[src/rtl/nibble_serial_adder_ctrl_if.sv]
// Valid/ready bundle between the PE accumulation logic (master) and nibble_serial_adder_ctrl (slave).
interface nibble_serial_adder_ctrl_if #(
    parameter int WIDTH = 16
);
    logic             in_valid;
    logic             in_ready;
    logic [WIDTH-1:0] op_a;
    logic [WIDTH-1:0] op_b;
    logic             op_sub;
    logic             out_valid;
    logic             out_ready;
    logic [WIDTH-1:0] sum;
    logic             cout;
    logic             ovf;
    logic             busy;

    modport master (
        output in_valid, op_a, op_b, op_sub, out_ready,
        input  in_ready, out_valid, sum, cout, ovf, busy
    );

    modport slave (
        input  in_valid, op_a, op_b, op_sub, out_ready,
        output in_ready, out_valid, sum, cout, ovf, busy
    );
endinterface

[src/rtl/nibble_serial_adder_ctrl.sv]
// Nibble-serial add/subtract sequencer around one 4-bit carry-lookahead adder (carryLookAheadAdder4bit logic).
// Optional signed-overflow flag enabled by defining NIBBLE_SERIAL_OVF_EN; otherwise ovf is tied low.
module nibble_serial_adder_ctrl #(
    parameter int WIDTH = 16,
    parameter int CNT_W = 4
) (
    input logic                       clk,
    input logic                       rst,
    nibble_serial_adder_ctrl_if.slave bus
);
    localparam int               N        = WIDTH / 4;
    localparam logic [CNT_W-1:0] LAST_IDX = CNT_W'(N - 1);

    typedef enum logic [1:0] {
        IDLE = 2'd0,
        RUN  = 2'd1,
        DONE = 2'd2
    } state_t;

    state_t           state;
    state_t           state_nxt;
    logic [WIDTH-1:0] sa;
    logic [WIDTH-1:0] sb;
    logic [WIDTH-1:0] result;
    logic [WIDTH-1:0] result_nxt;
    logic [WIDTH-1:0] sum_r;
    logic             carry_reg;
    logic             cout_r;
    logic [CNT_W-1:0] idx;
    logic             accept;
    logic             last_step;

    logic [3:0]       cla_a;
    logic [3:0]       cla_b;
    logic [3:0]       cla_p;
    logic [3:0]       cla_g;
    logic [4:0]       cla_c;
    logic [3:0]       cla_sum;

    // Shared 4-bit carry-lookahead adder: every carry is a flat function of g/p and c0.
    assign cla_a    = sa[3:0];
    assign cla_b    = sb[3:0];
    assign cla_p    = cla_a ^ cla_b;
    assign cla_g    = cla_a & cla_b;
    assign cla_c[0] = carry_reg;
    assign cla_c[1] = cla_g[0] | (cla_p[0] & cla_c[0]);
    assign cla_c[2] = cla_g[1] | (cla_p[1] & cla_g[0]) | (cla_p[1] & cla_p[0] & cla_c[0]);
    assign cla_c[3] = cla_g[2] | (cla_p[2] & cla_g[1]) | (cla_p[2] & cla_p[1] & cla_g[0])
                    | (cla_p[2] & cla_p[1] & cla_p[0] & cla_c[0]);
    assign cla_c[4] = cla_g[3] | (cla_p[3] & cla_g[2]) | (cla_p[3] & cla_p[2] & cla_g[1])
                    | (cla_p[3] & cla_p[2] & cla_p[1] & cla_g[0])
                    | (cla_p[3] & cla_p[2] & cla_p[1] & cla_p[0] & cla_c[0]);
    assign cla_sum  = cla_p ^ cla_c[3:0];

    generate
        if (WIDTH == 4) begin : g_single_nibble
            assign result_nxt = cla_sum;
        end else begin : g_multi_nibble
            assign result_nxt = {cla_sum, result[WIDTH-1:4]};
        end
    endgenerate

    assign accept    = (state == IDLE) && bus.in_valid;
    assign last_step = (state == RUN) && (idx == LAST_IDX);

    // NOTE: sequential state uses <= so every flop samples the pre-edge values of its neighbours.
    always_ff @(posedge clk or posedge rst) begin
        if (rst) begin
            state <= IDLE;
        end else begin
            state <= state_nxt;
        end
    end

    always_comb begin
        // NOTE: default assignment first so no branch leaves state_nxt unassigned and infers a latch.
        state_nxt = IDLE;
        case (state)
            IDLE:    state_nxt = bus.in_valid ? RUN : IDLE;
            RUN: begin
                if (idx > LAST_IDX) begin
                    state_nxt = IDLE;
                end else if (idx == LAST_IDX) begin
                    state_nxt = DONE;
                end else begin
                    state_nxt = RUN;
                end
            end
            DONE:    state_nxt = bus.out_ready ? IDLE : DONE;
            default: state_nxt = IDLE;
        endcase
    end

    always_comb begin
        bus.in_ready  = 1'b0;
        bus.out_valid = 1'b0;
        bus.busy      = 1'b0;
        case (state)
            IDLE:    bus.in_ready  = 1'b1;
            RUN:     bus.busy      = 1'b1;
            DONE: begin
                bus.out_valid = 1'b1;
                bus.busy      = 1'b1;
            end
            default: bus.in_ready  = 1'b0;
        endcase
    end

    // NOTE: the operand/result shift registers are cleared by reset too, so nothing powers up as X.
    always_ff @(posedge clk or posedge rst) begin
        if (rst) begin
            sa        <= '0;
            sb        <= '0;
            result    <= '0;
            carry_reg <= 1'b0;
            idx       <= '0;
            sum_r     <= '0;
            cout_r    <= 1'b0;
        end else if (accept) begin
            // Subtraction is A + ~B + 1: the +1 enters as the initial carry.
            sa        <= bus.op_a;
            sb        <= bus.op_sub ? ~bus.op_b : bus.op_b;
            carry_reg <= bus.op_sub;
            idx       <= '0;
        end else if (state == RUN) begin
            sa        <= sa >> 4;
            sb        <= sb >> 4;
            result    <= result_nxt;
            carry_reg <= cla_c[4];
            idx       <= last_step ? '0 : idx + CNT_W'(1);
            if (last_step) begin
                sum_r  <= result_nxt;
                cout_r <= cla_c[4];
            end
        end
    end

    assign bus.sum  = sum_r;
    assign bus.cout = cout_r;

`ifdef NIBBLE_SERIAL_OVF_EN
    logic ovf_r;
    logic carry_in3;

    // Carry into the sign bit, recovered from the top bit of the final nibble.
    assign carry_in3 = cla_a[3] ^ cla_b[3] ^ cla_sum[3];

    always_ff @(posedge clk or posedge rst) begin
        if (rst) begin
            ovf_r <= 1'b0;
        end else if (last_step) begin
            ovf_r <= carry_in3 ^ cla_c[4];
        end
    end

    assign bus.ovf = ovf_r;
`else
    assign bus.ovf = 1'b0;
`endif

endmodule

[src/flat_wrapper.sv]
// flat-port wrapper written by rule: the top's interface ports become plain ports
module nibble_serial_adder_ctrl_flat 
#(
    parameter int WIDTH = 16,
    parameter int CNT_W = 4
)
  (clk, rst, bus_in_valid, bus_op_a, bus_op_b, bus_op_sub, bus_out_ready, bus_in_ready, bus_out_valid, bus_sum, bus_cout, bus_ovf, bus_busy);
  nibble_serial_adder_ctrl_if #(.WIDTH(WIDTH)) bus_i ();
  input logic clk;
  input logic rst;
  input wire logic [$bits(bus_i.in_valid)-1:0] bus_in_valid;
  input wire logic [$bits(bus_i.op_a)-1:0] bus_op_a;
  input wire logic [$bits(bus_i.op_b)-1:0] bus_op_b;
  input wire logic [$bits(bus_i.op_sub)-1:0] bus_op_sub;
  input wire logic [$bits(bus_i.out_ready)-1:0] bus_out_ready;
  output wire logic [$bits(bus_i.in_ready)-1:0] bus_in_ready;
  output wire logic [$bits(bus_i.out_valid)-1:0] bus_out_valid;
  output wire logic [$bits(bus_i.sum)-1:0] bus_sum;
  output wire logic [$bits(bus_i.cout)-1:0] bus_cout;
  output wire logic [$bits(bus_i.ovf)-1:0] bus_ovf;
  output wire logic [$bits(bus_i.busy)-1:0] bus_busy;
  assign bus_i.in_valid = bus_in_valid;
  assign bus_i.op_a = bus_op_a;
  assign bus_i.op_b = bus_op_b;
  assign bus_i.op_sub = bus_op_sub;
  assign bus_i.out_ready = bus_out_ready;
  assign bus_in_ready = bus_i.in_ready;
  assign bus_out_valid = bus_i.out_valid;
  assign bus_sum = bus_i.sum;
  assign bus_cout = bus_i.cout;
  assign bus_ovf = bus_i.ovf;
  assign bus_busy = bus_i.busy;
  nibble_serial_adder_ctrl #(.WIDTH(WIDTH), .CNT_W(CNT_W)) u_core (.clk(clk), .rst(rst), .bus(bus_i));
endmodule
[config.mk]
export PLATFORM = sky130hd
export DESIGN_NAME = nibble_serial_adder_ctrl_flat
export DESIGN_NICKNAME = d
export VERILOG_FILES = /design/src/rtl/nibble_serial_adder_ctrl_if.sv /design/src/rtl/nibble_serial_adder_ctrl.sv /design/src/flat_wrapper.sv
export SDC_FILE = /design/constraint.sdc
export NUM_CORES = 1
export LEC_CHECK = 0
export BUFFER_PORTS_ARGS = -buffer_cell sky130_fd_sc_hd__buf_4
export CAP_MARGIN = 20
export CORE_MARGIN = 5
export CORE_UTILIZATION = 47
export DETAILED_ROUTE_END_ITERATION = 8
export GPL_TIMING_DRIVEN = 0
export PLACE_DENSITY = 0.77
export RECOVER_POWER = 25
export SYNTH_ARGS = -nofsm -noshare
export SYNTH_HDL_FRONTEND = slang
export SYNTH_SLANG_ARGS = --single-unit
[constraint.sdc]
create_clock -name clk -period 3 [get_ports clk]
set_input_delay 0.75 -clock clk [delete_from_list [all_inputs] [get_ports clk]]
set_output_delay 0.75 -clock clk [all_outputs]
set_load 0.05 [all_outputs]
==> impl_metrics.csv, run 1 <==
group,metric,value,unit
synthesis,syn_avg_cell_area,10.3,sq um
die,die_h,93.5,um
sta,slew_headroom,20.0,%
cts,clockRootBuffer,"clkbuf_8",
cts,path_clk_slew,70,ps
sta,maxSlewViolCount,0,
sta,max_freq,0.475,GHz
power_and_ir_drop,pwr_density_cell,1130,nW/um^2
cts,clk_latency,340,ps
power_and_ir_drop,irDropWorstVdd,0.000474,V
setup_path,crit_arrival,1360,ps
setup_path,cp.required,2250,ps
die,fp.dieW,93.5,um
setup_path,timing.rr.end,"u_core.sb[10]",
final_layout,final_cell_mix,"nand2_1, dfrtp_1, buf_4, o21ai_1, mux2i_1",
grt,grt.overflow.total,0,
grt,antenna_found_initial,0,
synthesis,syn_nets,364,
placed_design,place_hpwl,4970,um
detailed_routing,drcViolationCount,0,
grt,grt.total_usage,17.2,%
synthesis,ys_warn_count,0,
grt,grt_pass1_wl,11800,um
grt,grt_max_degree,38,
detailed_routing,vias,2425,
die,start_util,48.2,%
final_layout,nets,431,
synthesis,synthCells,317,
final_layout,area_growth,23.1,%
placed_design,gp_congestion,0.784,
setup_path,crit_start,"u_core.state[1]",
detailed_routing,final_antenna_net_count,0,
cts,cts_setup_buffers,0,
final_layout,num-fill-cells,586,
placed_design,io_buffers,55,
outcome,status,"finished clean",
setup_path,end_kind,"output port",
die,coreArea,6790,sq um
die,num_rows,30,
hold_path,holdPathEnd,"u_core.bus.sum[1]",
grt,grt_pass1_vias,2521,
setup_path,rr_worst_depth,6,
cts,cts-hold-fix-buffers,0,
setup_path,rrSetupSlack,1150,ps
hold_path,min_path_type,"register to register",
hold_path,hold_path_depth,2,
cts,cts_buffers,9,
sta,skew,6.96,ps
setup_path,setup.worst_path.class,"register to output port",
cts,clock-sinks,68,
cts,cts.path.max_buffers,2,
final_layout,mostFrequentLayoutCell,"nand2_1",
synthesis,ys_seq_elements,68,
detailed_routing,viasPerCell,5.00,
final_layout,drive_above_1_share,21.9,%
synthesis,synth_cell_types,37,
sta,hold_viol,0,
power_and_ir_drop,power,4.55,mW
synthesis,synth-seq-area-share,51.9,%
cts,ctsResizeCount,0,
synthesis,synth_largest_area_cell,"dfrtp_1",
final_layout,fin_util,59.3,%
hold_path,worstHoldStart,"u_core.result[5]",
die,io_pins,58,
detailed_routing,firstDrtPassIters,6,
power_and_ir_drop,leakage,2.00,nW
sta,period_needed,2110,ps
sta,timing.final.crit_share,70.2,%
detailed_routing,first_iter_violations,92,
cts,cts_tree,"done",
synthesis,netlist.area_leader.share,51.9,%
setup_path,crit_fanout,5,
final_layout,diodes,0,
flow_run,drv_cap,0,
setup_path,worstSetupStartpointType,"register",
synthesis,syn_area,3280,sq um
sta,tightest_slew,1200,ps
synthesis,yosys-top-cells-area,"dfrtp_1, nand2_1, mux2i_1, o21ai_1, xor2_1",
detailed_routing,wirelength,6840,um
sta,rsz0062_at_grt,"no",
die,dieArea,8740,sq um
detailed_routing,routedWlPerCell,14.1,um
sta,setup_viol,0,
cts,cts_htree_levels,3,
setup_path,r2r_start,"u_core.state[1]",
## where the power goes
part	switching (mW)	leakage (nW)	internal (mW)
registers	0.249	0.858	1.33
logic	1.34	1.03	0.869
clock network	0.341	0.102	0.427
## worst max-delay path, stage by stage, from the launching register on
cell	delay, ps
dfrtp_1	410
inv_1	90
ha_1	270
buf_4	240
## worst max path at each step
| stage | to | slack (ps) | depth (start not counted) |
|---|---|---|---|
| 3_5_place_dp | u_core.sb[10] | 1070 | 5 |
| 2_1_floorplan | u_core.bus.cout | 540 | 1 |
| 5_1_grt | bus_in_ready | 820 | 3 |
| 4_1_cts | bus_in_ready | 870 | 3 |
| 3_3_place_gp | u_core.sa[13] | -240 | 2 |
| 6_report | bus_in_ready | 890 | 3 |
## cell type report
cell class | instances | area, sq um | area share (%)
Tap cell | 96 | 120 | 2.98
Multi-Input combinational cell | 221 | 1440 | 35.8
Clock inverter | 4 | 47.5 | 1.18
Buffer | 20 | 101 | 2.51
Clock buffer | 12 | 155 | 3.85
Inverter | 8 | 30.0 | 0.745
Timing Repair Buffer | 56 | 433 | 10.7
Sequential cell | 68 | 1700 | 42.2
## logic make-up (layout without fill, tap and decap cells)
group / count (synthesis) / in the layout / synth area share [%]
DFF: 68 / 68 / 51.9
other: 1 / 1 / 0.114
xor gates and xnor gates: 18 / 18 / 4.81
adders and majority gates: 10 / 10 / 4.05
muxes: 36 / 36 / 11.3
buffers and inverters: 28 / 100 / 4.01
and+or+nand+nor: 103 / 103 / 14.6
AOI/OAI and AO/OA: 53 / 53 / 9.09
## cells in the mapped netlist
library cell	number
nand4_1	2
dfrtp_1	68
a211oi_1	1
nor2b_1	1
and2_1	1
buf_4	4
nand3b_1	10
buf_2	9
ha_1	9
nor4bb_1	1
nand4b_1	2
a211o_1	2
fa_1	1
mux2i_1	27
o2111ai_1	2
o21ai_1	34
nand4bb_1	1
a21oi_1	7
clkbuf_1	7
inv_1	8
or2_2	1
o21a_1	1
o211ai_1	1
mux2_1	9
nor2_1	3
nand2_1	75
xor2_1	13
o22ai_1	1
or4b_1	1
xnor2_1	5
or4_1	1
nand3_1	1
o221ai_1	1
conb_1	1
nand2b_1	3
a21bo_1	1
o21ai_0	2
## per-stage QoR
step                area, sq um  cells  setup TNS [ps]  setup slack [ps]  hold slack (ps)
floorplan                  3280    317               0               538              432
global placement           3810    468          -16020              -239              444
detailed placement         3830    469               0              1070              448
CTS                        4030    485               0               872              465
global route               4030    485               0               825              500
finish                     4030    485               0               894              469
## per-layer routing
layer | global-route usage [%] | wire, um | part of all wire, %
met2 | 28.0 | 3240 | 47
met1 | 22.2 | 3170 | 46
met4 | 6.84 | 88 | 1.3
met3 | 4.02 | 334 | 4.9
met5 | 0 | 0 | 0
No activity file was read; power rests on OpenSTA's default activity.
==> run 2, diff against run 1 <==
- ABC_AREA: unset -> 1
- clock period: 3 -> 2.13 ns (I/O delays scaled with it)
==> run 2 against run 1 <==
Against the previous run: the run now ends with max-capacitance violations left; combinational power is 30% higher; register-to-register slack worse by 610 ps; power is 41% higher; sequential share of layout area is 1.3 points higher; setup slack worse by 580 ps; highest routed layer unchanged.
==> impl_metrics.csv, run 2 <==
group,metric,value,unit
outcome,status,"complete, but fails checks",
outcome,violations,"max-capacitance violations",
grt,grt_pass1_wl,11700,um
sta,skew,8.25,ps
power_and_ir_drop,p_clk_share,22.0,%
synthesis,syn_nets,387,
final_layout,final_cell_mix,"nand2_1, dfrtp_1, buf_4, inv_1, o21ai_0",
sta,period_needed,1810,ps
setup_path,rr_worst_depth,8,
setup_path,end_kind,"output port",
detailed_routing,vias,2474,
sta,fin_setup_tns,0,ps
die,io_pins,58,
detailed_routing,viasPerCell,5.05,
sta,hold_viol,0,
cts,clockRootBuffer,"clkbuf_8",
placed_design,pre_cts_ws,530,ps
die,start_util,48.6,%
setup_path,cp.required,1600,ps
setup_path,timing.rr.end,"u_core.sa[5]",
placed_design,gp_congestion,0.885,
detailed_routing,wirelength,6840,um
cts,clock-sinks,68,
die,dieArea,8330,sq um
synthesis,yosys-top-cells-count,"nand2_1, dfrtp_1, inv_1, o21ai_0, nand3_1",
setup_path,endpoint,"bus_busy",
synthesis,syn_avg_cell_area,9.13,sq um
sta,slew_headroom,2.21,%
die,coreArea,6390,sq um
sta,rsz0062_at_grt,"no",
cts,ctsResizeCount,0,
final_layout,diodes,0,
synthesis,synth_largest_area_cell,"dfrtp_1",
sta,maxSlewViolCount,0,
setup_path,rrSetupSlack,540,ps
synthesis,synth-edff-count,0,
grt,grt_max_degree,38,
power_and_ir_drop,internal_power,3.74,mW
cts,cts-hold-fix-buffers,0,
synthesis,synth-seq-area-share,54.8,%
synthesis,async_flop_share,100,%
detailed_routing,routedWlPerCell,14.0,um
die,num_rows,29,
detailed_routing,first_iter_violations,132,
placed_design,io_buffers,56,
power_and_ir_drop,pwr_density_cell,1650,nW/um^2
sta,tightest_slew,1460,ps
power_and_ir_drop,power_frac_seq,33.3,%
power_and_ir_drop,irDropWorstVdd,0.000938,V
placed_design,place_hpwl,5090,um
detailed_routing,drcViolationCount,0,
synthesis,yosys-top-cells-area,"dfrtp_1, nand2_1, o21ai_0, inv_1, ha_1",
cts,cts_tree,"done",
power_and_ir_drop,p_comb_share,44.7,%
die,die_h,91.3,um
cts,cts_htree_levels,3,
synthesis,synthCells,340,
synthesis,ys_warn_count,0,
grt,grt_pass1_vias,2459,
final_layout,num-fill-cells,563,
final_layout,nets,455,
setup_path,crit_arrival,1280,ps
synthesis,yosysMostFrequentCell,"nand2_1",
setup_path,r2r_start,"u_core.state[1]",
synthesis,ys_seq_elements,68,
setup_path,setup.worst_path.class,"register to output port",
power_and_ir_drop,p_sw,2.70,mW
grt,grt.total_usage,17.6,%
power_and_ir_drop,leakage,1.95,nW
cts,clk_latency,350,ps
cts,cts.path.max_buffers,2,
setup_path,crit_start,"u_core.state[0]",
sta,setup_viol,0,
flow_run,drv_cap,1,
final_layout,mostFrequentLayoutCell,"nand2_1",
cts,path_clk_slew,70,ps
setup_path,crit_fanout,3,
grt,grt.overflow.total,0,
synthesis,synth_ff_type,"dfrtp_1",
synthesis,synth_cell_types,26,
final_layout,drive_above_1_share,22.3,%
setup_path,worstSetupStartpointType,"register",
synthesis,syn_area,3100,sq um
sta,fin_ws,317,ps
synthesis,netlist.area_leader.share,54.8,%
hold_path,min_path_type,"input pin to register",
sta,max_freq,0.551,GHz
cts,cts_buffers,9,
die,fp.dieW,91.3,um
grt,antenna_found_initial,0,
power_and_ir_drop,swShare,41.9,%
cts,cts_setup_buffers,0,
detailed_routing,firstDrtPassIters,5,
detailed_routing,final_antenna_net_count,0,
sta,timing.final.crit_share,85.1,%
final_layout,area_growth,26.0,%
==> run 2: changes by cell type after synthesis, moves of 7 or more <==
cell,previous run,this run
o21ai_1,34,4
o211ai_1,1,11
nand3_1,1,13
mux2i_1,27,0
xor2_1,13,1
xnor2_1,5,12
o221ai_1,1,9
inv_1,8,35
o21ai_0,2,28
mux2_1,9,0
nand2_1,75,104
nand3b_1,10,1
==> run 2: cells by family after synthesis <==
| group | after synthesis | synth area share, % |
|---|---|---|
| fa+ha+maj | 10 | 4.27 |
| compound gates | 68 | 13.3 |
| buf+inv | 55 | 7.78 |
| xor+xnor | 13 | 3.67 |
| flops | 68 | 54.8 |
| simple gates | 125 | 16.0 |
| other cells | 1 | 0.121 |
==> run 2: power groups by stage <==
| stage | combinational, mW | sequential, mW | clock (mW) |
|---|---|---|---|
| after floorplan | 1.62 | 2.60 | 0 |
| after global placement | 2.81 | 2.15 | 0 |
| after detailed placement | 2.90 | 2.17 | 0 |
| after CTS | 2.91 | 2.15 | 1.44 |
| after global routing | 3.22 | 2.21 | 1.49 |
| final | 2.87 | 2.14 | 1.41 |
==> run 2: critical path, cell delays in order (launching register included) <==
cell and delay (ps):
dfrtp_1 380, inv_1 70, ha_1 290, buf_4 190
==> run 2: through the flow <==
step                instance area, sq um  cells  power [mW]  hold slack, ps  utilization (%)
floorplan                           3110    340        4.21             450                -
global placement                    3620    473        4.96             458             56.7
detailed placement                  3640    474        5.07             467             57.1
CTS                                 3910    490        6.49             312             61.3
global route                        3910    490        6.92             399             61.2
finish                              3910    490        6.43             395             61.2
==> run 2: layout make-up <==
type                            instances  area, sq um  area share [%]
Timing Repair Buffer                   57          440            11.3
Clock inverter                          7          146            3.74
Multi-Input combinational cell        217         1160            29.7
Clock buffer                            9          124            3.17
Sequential cell                        68         1700            43.5
Tap cell                               77         96.3            2.46
Buffer                                 16         95.1            2.43
Inverter                               39          148            3.77
==> run 2: per-layer routing <==
metal,global-route usage [%],share of wire (%),wire (um),vias up
met1,21.9,43,2960,1156
met4,9.90,2.4,166,0
li1,-,-,-,1234
met3,3.97,5.5,373,12
met2,28.3,49,3340,72
met5,0,0,0,-
==> run 2: worst min-delay path by stage <==
stage	from	depth (start not counted)	endpoint	slack, ps
after detailed placement	u_core.sa[10]	2	u_core.sa[6]	470
final	bus_op_a[14]	3	u_core.sa[14]	390
after global routing	bus_op_a[14]	3	u_core.sa[14]	400
after global placement	u_core.result[8]	2	u_core.result[4]	460
after CTS	rst	2	u_core.bus.sum[7]	310
after floorplan	u_core.result[8]	2	u_core.result[4]	450
==> run 3, diff against run 2 <==
- RECOVER_POWER: 25 -> 100
==> run 3 against run 2 <==
Against the previous run: the flow still finishes with violations (max-capacitance violations); global-route usage unchanged; cell count unchanged; power decreased by 2.4%; hold slack improved by 0.73 ps; maximum frequency decreased by 3.6%; clock power about the same; utilization decreased by 1.2 points; combinational power decreased by 5%; setup slack got worse by 67 ps; sequential cell count unchanged; critical endpoint unchanged.
==> impl_metrics.csv, run 3 (synthesized netlist as in run 2, its figures left out) <==
group,metric,value,unit
sta,slew_headroom,2.46,%
die,fp.dieW,91.3,um
detailed_routing,wirelength,6870,um
cts,cts-hold-fix-buffers,0,
cts,clock-sinks,68,
cts,clk_latency,340,ps
setup_path,crit_start,"u_core.state[0]",
power_and_ir_drop,p_clk_share,22.5,%
placed_design,placed_area,3640,sq um
die,die_h,91.3,um
hold_path,hold_path_depth,3,
sta,skew,8.36,ps
detailed_routing,firstDrtPassIters,4,
sta,fin_ws,249,ps
setup_path,setup.worst_path.class,"register to output port",
sta,timing.final.crit_share,88.3,%
setup_path,rr_worst_depth,6,
die,start_util,48.6,%
sta,setup_viol,0,
power_and_ir_drop,internal_power,3.58,mW
power_and_ir_drop,p_comb_share,43.4,%
setup_path,worstSetupStartpointType,"register",
placed_design,dp.cells,474,
setup_path,crit_arrival,1350,ps
grt,grt_max_degree,38,
placed_design,pre_cts_ws,530,ps
die,num_rows,29,
final_layout,mostFrequentLayoutCell,"nand2_1",
die,coreArea,6390,sq um
sta,rsz0062_at_grt,"no",
power_and_ir_drop,swShare,42.9,%
setup_path,cp.required,1600,ps
cts,cts.path.max_buffers,2,
detailed_routing,drcViolationCount,0,
power_and_ir_drop,pwr_density_cell,1640,nW/um^2
grt,grt.overflow.total,0,
hold_path,worstHoldStart,"bus_op_a[14]",
cts,cts_buffers,9,
placed_design,gp_congestion,0.885,
power_and_ir_drop,power_frac_seq,34.1,%
detailed_routing,final_antenna_net_count,0,
detailed_routing,first_iter_violations,156,
die,io_pins,58,
final_layout,fin_cells,490,
hold_path,holdPathEnd,"u_core.sa[14]",
grt,grt_pass1_wl,11700,um
final_layout,nets,455,
sta,hold_ws,395,ps
placed_design,place_hpwl,5090,um
final_layout,drive_above_1_share,16.7,%
cts,cts_tree,"done",
sta,maxSlewViolCount,0,
sta,max_freq,0.532,GHz
cts,cts_setup_buffers,0,
power_and_ir_drop,p_sw,2.69,mW
cts,path_clk_slew,70,ps
detailed_routing,vias,2465,
outcome,violations,"max-capacitance violations",
flow_run,drv_cap,1,
power_and_ir_drop,power,6.28,mW
setup_path,rrSetupSlack,340,ps
power_and_ir_drop,leakage,1.88,nW
cts,clockRootBuffer,"clkbuf_8",
hold_path,min_path_type,"input pin to register",
final_layout,diodes,0,
final_layout,num-fill-cells,573,
grt,antenna_found_initial,0,
setup_path,timing.rr.end,"u_core.sb[7]",
sta,fin_setup_tns,0,ps
grt,grt.total_usage,17.6,%
sta,hold_viol,0,
grt,grt_pass1_vias,2459,
outcome,status,"complete, but fails checks",
detailed_routing,routedWlPerCell,14.0,um
setup_path,r2r_start,"u_core.state[0]",
placed_design,io_buffers,56,
cts,cts_htree_levels,3,
final_layout,area_growth,23.5,%
setup_path,end_kind,"output port",
power_and_ir_drop,irDropWorstVdd,0.000859,V
die,dieArea,8330,sq um
sta,period_needed,1880,ps
detailed_routing,viasPerCell,5.03,
cts,ctsResizeCount,0,
final_layout,finalInstanceArea,3830,sq um
sta,tightest_slew,1460,ps
final_layout,fin_util,60.0,%
setup_path,crit_fanout,3,
final_layout,final_cell_mix,"nand2_1, dfrtp_1, buf_4, inv_1, o21ai_0",
==> run 3: changes by cell type in the layout (fill, tap and decap cells not counted) <==
| cell | delta |
|---|---|
| o21ai_1 | -2 |
| clkbuf_1 | +22 |
| inv_1 | +1 |
| clkbuf_2 | +3 |
| buf_4 | -20 |
| buf_2 | -5 |
| inv_2 | -1 |
| o21ai_0 | +2 |
==> run 3: final cells by class <==
class	count	area (sq um)	share of cell area [%]
buffer	16	88.8	2.32
clock buffer	9	124	3.23
clock inverter	7	146	3.82
inverter	39	148	3.85
multi-input combinational	217	1160	30.3
sequential	68	1700	44.4
tap	77	96.3	2.51
timing repair buffer	57	369	9.63
==> run 3: worst max-delay path by stage <==
| stage | end | cells past startpoint |
|---|---|---|
| 3_5_place_dp | u_core.sa[3] | 8 |
| 4_1_cts | bus_busy | 3 |
| 3_3_place_gp | u_core.sa[13] | 2 |
| 6_report | bus_busy | 3 |
| 5_1_grt | u_core.sb[11] | 6 |
| 2_1_floorplan | u_core.sa[0] | 8 |
==> run 3: power by group through the flow <==
stage,logic [mW],clock network (mW),registers (mW)
after global routing,3.06,1.49,2.21
after CTS,2.91,1.44,2.15
after floorplan,1.62,0,2.60
final,2.72,1.41,2.14
after global placement,2.81,0,2.15
after detailed placement,2.90,0,2.17
==> run 3: metal layers <==
| layer | up-vias | wire length [um] | GRT usage [%] |
|---|---|---|---|
| met5 | - | 0 | 0 |
| met4 | 0 | 200 | 9.90 |
| met3 | 14 | 338 | 3.97 |
| met2 | 68 | 3320 | 28.3 |
| met1 | 1149 | 3010 | 21.9 |
| li1 | 1234 | - | - |
==> run 3: critical path, cell delays in order (launching register included) <==
cell      delay (ps)
dfrtp_1          380
inv_1             70
ha_1             280
clkbuf_2         270
